[src/rtl/clasificador_argmax.sv]
// Output-stage argmax classifier: ReLU on each streamed neuron result, tracks the
// running maximum and its index, and holds the per-frame winner until it is accepted.
module clasificador_argmax #(
    parameter int NUM_CLASSES = 10,
    parameter int DATA_W      = 8,
    parameter int IDX_W       = 4
) (
    input  logic              clk,
    input  logic              rst,
    input  logic              in_valid,
    input  logic [DATA_W-1:0] in_data,
    input  logic              in_last,
    output logic              in_ready,
    output logic              out_valid,
    output logic [IDX_W-1:0]  out_class,
    output logic [DATA_W-1:0] out_score,
    input  logic              out_ready,
    output logic              err_len
);

    typedef enum logic [1:0] {ACC, DROP, HOLD} state_t;

    localparam logic [IDX_W-1:0] LAST_IDX = IDX_W'(NUM_CLASSES - 1);

    state_t            state;
    logic [IDX_W-1:0]  idx;
    logic [IDX_W-1:0]  arg;
    logic [DATA_W-1:0] max_q;

    logic              accept;
    logic [DATA_W-1:0] relu;
    logic              take;
    logic [DATA_W-1:0] cand_max;
    logic [IDX_W-1:0]  cand_arg;

    // in_ready is the only combinational output; it is held low during reset.
    assign in_ready = !rst && (state != HOLD);
    assign accept   = in_valid && in_ready;
    assign relu     = in_data[DATA_W-1] ? '0 : in_data;

    // Strict greater-than keeps the lowest index on ties; beat 0 always loads.
    assign take     = (idx == '0) || (relu > max_q);
    assign cand_max = take ? relu : max_q;
    assign cand_arg = take ? idx : arg;

    always_ff @(posedge clk or posedge rst) begin
        if (rst) begin
            state     <= ACC;
            idx       <= '0;
            arg       <= '0;
            max_q     <= '0;
            out_valid <= 1'b0;
            out_class <= '0;
            out_score <= '0;
            err_len   <= 1'b0;
        end else begin
            // NOTE: err_len defaults low every cycle so a later assignment in this block makes a one-cycle pulse.
            err_len <= 1'b0;
            case (state)
                ACC: begin
                    if (accept) begin
                        max_q <= cand_max;
                        arg   <= cand_arg;
                        if (in_last) begin
                            idx <= '0;
                            if (idx == LAST_IDX) begin
                                out_class <= cand_arg;
                                out_score <= cand_max;
                                out_valid <= 1'b1;
                                state     <= HOLD;
                            end else begin
                                err_len <= 1'b1;
                            end
                        end else if (idx == LAST_IDX) begin
                            idx     <= '0;
                            err_len <= 1'b1;
                            state   <= DROP;
                        end else begin
                            idx <= idx + 1'b1;
                        end
                    end
                end
                DROP: begin
                    if (accept && in_last) begin
                        idx   <= '0;
                        state <= ACC;
                    end
                end
                HOLD: begin
                    if (out_ready) begin
                        out_valid <= 1'b0;
                        idx       <= '0;
                        state     <= ACC;
                    end
                end
                default: state <= ACC;
            endcase
        end
    end

endmodule

[config.mk]
export PLATFORM = sky130hd
export DESIGN_NAME = clasificador_argmax
export DESIGN_NICKNAME = d
export VERILOG_FILES = /design/src/rtl/clasificador_argmax.sv
export SDC_FILE = /design/constraint.sdc
export NUM_CORES = 1
export LEC_CHECK = 0
export ABC_AREA = 0
export CAP_MARGIN = 20
export CORE_UTILIZATION = 45
export CTS_BUF_LIST = sky130_fd_sc_hd__clkbuf_4 sky130_fd_sc_hd__clkbuf_8
export CTS_CLUSTER_SIZE = 24
export DETAILED_ROUTE_END_ITERATION = 10
export DONT_BUFFER_PORTS = 1
export SYNTH_ARGS = -nofsm -noshare
export SYNTH_HDL_FRONTEND = slang
export SYNTH_SLANG_ARGS = --single-unit
[constraint.sdc]
create_clock -name clk -period 3.6 [get_ports clk]
set_input_delay 0.36 -clock clk [delete_from_list [all_inputs] [get_ports clk]]
set_output_delay 0.36 -clock clk [all_outputs]
set_load 0.05 [all_outputs]
==> results.sh <==
export IMPL_ir_worst_vdd_mv=0.309
export IMPL_max_freq_mhz=412
export IMPL_yosysSeqAreaShare_pct=42.5
export IMPL_status="finished, final reports clean"
export IMPL_antenna_cells=0
export IMPL_nFillCells=368
export IMPL_die_h_um=66.7
export IMPL_dr_pass1_iters=4
export IMPL_finalCritPeriodShare_pct=67.4
export IMPL_grt_pass1_vias=1323
export IMPL_vias=1325
export IMPL_synthToLayoutAreaGrowth_pct=7.17
export IMPL_grt_pass1_wl_um=6240
export IMPL_worst_ep_required_time_ns=3.79
export IMPL_rsz0062_at_grt="false"
export IMPL_synthTopCellsByArea="dfrtp_1, ha_1, mux2_4, nand3_1, a31oi_1"
export IMPL_finalSetupViolations=0
export IMPL_arrival_ns=2.61
export IMPL_drt_iter0_markers=83
export IMPL_clkSinkCount=32
export IMPL_place_congestion=0.805
export IMPL_worstSetupPathType="reg -> reg"
export IMPL_track_usage_pct=18.9
export IMPL_num_rows=23
export IMPL_cts_buffer_depth=2
export IMPL_synth_edf_count=0
export IMPL_clk_pin_slew_ns=0.06
export IMPL_worst_clock_skew_ns=0.00689
export IMPL_maxCapViolations=0
export IMPL_total_leakage_power_nw=0.912
export IMPL_nets=212
export IMPL_core_area_sq_um=4000
export IMPL_cts_hold_buf=0
export IMPL_fp_dieW_um=66.7
export IMPL_viasPerCell=5.61
export IMPL_ff2ff_path_depth=8
export IMPL_slew_headroom_pct=41.3
export IMPL_worstSkewPairLatency_ns=0.28
export IMPL_crit_path_end_kind="flip-flop"
export IMPL_cellPowerDensity_nw_per_um2=834
export IMPL_synth_top_area_share_pct=42.5
export IMPL_crit_path_start_kind="flip-flop"
export IMPL_power_total_w=0.00168
export IMPL_grt_util_met3_pct=5.65
export IMPL_tightest_slew_ns=0.877
export IMPL_hold_ws_ns=0.0308
export IMPL_regToRegSetupSlack_ns=1.18
export IMPL_worstPathMaxFanout=15
export IMPL_post_cts_setup_buffers=0
export IMPL_cts_resized=0
export IMPL_grtUsageMet1_pct=22.1
export IMPL_async_flop_share_pct=100
export IMPL_start_util_pct=47.1
export IMPL_htree_levels=2
export IMPL_fin_crit_ns=2.42
export IMPL_syn_area_per_cell_sq_um=10.3
export IMPL_grt_busiest_layer="met2"
export IMPL_synth_top_area_cell="dfrtp_1"
export IMPL_synth_cell_types=42
export IMPL_drive_gt1_share_pct=13.4
export IMPL_postLayoutSetupSlackWorst_ns=1.18
export IMPL_r2r_start="state[0]"
export IMPL_slew_violations=0
export IMPL_yosys_warnings=0
export IMPL_syn_num_nets=210
export IMPL_io_pins=28
export IMPL_drt_total_wl_um=3670
export IMPL_hold_viol_final=0
export IMPL_synth_seq_cells=32
export IMPL_synth_ff_type="dfrtp_1"
export IMPL_grt_start_max_net_pins=19
export IMPL_io_buffer_count=0
export IMPL_grt_util_met2_pct=33.1
export IMPL_drc=0
export IMPL_antenna_found_initial=0
export IMPL_drtAntennaViolNets=0
export IMPL_wire_per_inst_um=15.5
export IMPL_post_dp_hpwl_um=2700
export IMPL_cts_buffers=5
export IMPL_design_die_area_sq_um=4450
export IMPL_cts_tree="built"
export IMPL_netlist_instances=183
export IMPL_place_ws_ns=1.15
export IMPL_netlist_area_sq_um=1880
export IMPL_root_buffer="clkbuf_8"
export IMPL_grt_ovfl_total=0
export IMPL_r2r_end="out_class[2]"
export IMPL_hold_class="in -> async"
export IMPL_tns_ns=0
logic make-up after synthesis:
family                     share of synthesized area [%]
buffers and inverters                               5.51
muxes                                               8.70
AOI/OAI and AO/OA                                   15.5
adders and majority gates                           9.30
xor gates and xnor gates                           0.465
and+or+nand+nor                                     18.1
DFF                                                 42.5
per-layer routing:
| metal | vias to the layer above | part of all wire, % |
|---|---|---|
| li1 | 651 | - |
| met2 | 27 | 50 |
| met3 | 2 | 4.6 |
| met1 | 645 | 45 |
| met4 | 0 | 0.35 |
| met5 | - | 0 |
layout by cell type, fill, tap and decap left out, types with 2 or more instances in the layout:
cell        n
o211ai_1    2
o21ai_1     4
nand2b_1    2
clkbuf_4    2
nand3_1    15
mux2_1      3
inv_1      17
nand2_1     4
mux2_4      8
o2bb2ai_1   2
a21oi_1     2
nor2b_1     8
and2_1      2
nor3_1      2
nand4_1     2
a31oi_1    11
o21ai_0     9
nor2_1     18
buf_4       2
dfrtp_1    32
clkbuf_8    6
ha_1       14
synth_stat cells (2+ instances only):
| library cell | number |
|---|---|
| a21oi_1 | 2 |
| a31oi_1 | 11 |
| and2_1 | 2 |
| buf_2 | 2 |
| clkbuf_1 | 3 |
| dfrtp_1 | 32 |
| ha_1 | 14 |
| inv_1 | 17 |
| mux2_1 | 3 |
| mux2_4 | 8 |
| nand2_1 | 4 |
| nand2b_1 | 2 |
| nand3_1 | 15 |
| nand4_1 | 2 |
| nor2_1 | 18 |
| nor2b_1 | 8 |
| nor3_1 | 2 |
| o211ai_1 | 2 |
| o21ai_0 | 9 |
| o21ai_1 | 4 |
| o2bb2ai_1 | 2 |
flip-flops by register name (all words and copies together), names as in the netlist:
signal	flops
out_score	8
arg	4
state	2
max_q	8
out_valid	1
idx	4
out_class	4
err_len	1
power breakdown:
group	total (W)	switching [W]	internal, W	leakage [nW]
Combinational	0.000580	0.000331	0.000249	0.442
Clock	0.000289	0.000118	0.000171	0.0523
Sequential	0.000815	0.000335	0.000481	0.418
Total	0.00168	0.000783	0.000901	0.912
through the flow:
stage,util (%),cell area [sq um],cells
6_report,50.5,2020,236
3_5_place_dp,48.0,1920,228
3_3_place_gp,48.0,1920,228
2_1_floorplan,-,1880,183
5_1_grt,50.5,2020,236
4_1_cts,50.5,2020,236
final cells by class:
| class | count | area (sq um) | share of cell area, % |
|---|---|---|---|
| clock buffers | 8 | 97.6 | 4.83 |
| inverters | 17 | 63.8 | 3.16 |
| multi-input cells | 127 | 980 | 48.5 |
| flip-flops and latches | 32 | 801 | 39.7 |
| well taps | 50 | 62.6 | 3.10 |
| repair buffers | 2 | 15.0 | 0.743 |
how the worst max path moves through the flow:
stage,end,cells past startpoint,slack (ns),startpoint
6_report,out_class[2],8,1.18,state[0]
2_1_floorplan,arg[0],8,1.46,in_data[5]
4_1_cts,out_score[5],8,1.18,state[0]
5_1_grt,out_class[2],8,0.98,state[0]
3_3_place_gp,max_q[0],7,1.17,in_data[1]
3_5_place_dp,max_q[0],7,1.15,in_data[1]
critical path, stage by stage, from the launching register on:
cell and delay (ns):
dfrtp_1 0.39, inv_1 0.09, ha_1 0.24, nor3b_1 0.42, and2_1 0.26, and3_1 0.42, buf_4 0.28, nand4_1 0.12
o21ai_1 0.12
No activity file was read; power rests on OpenSTA's default activity.
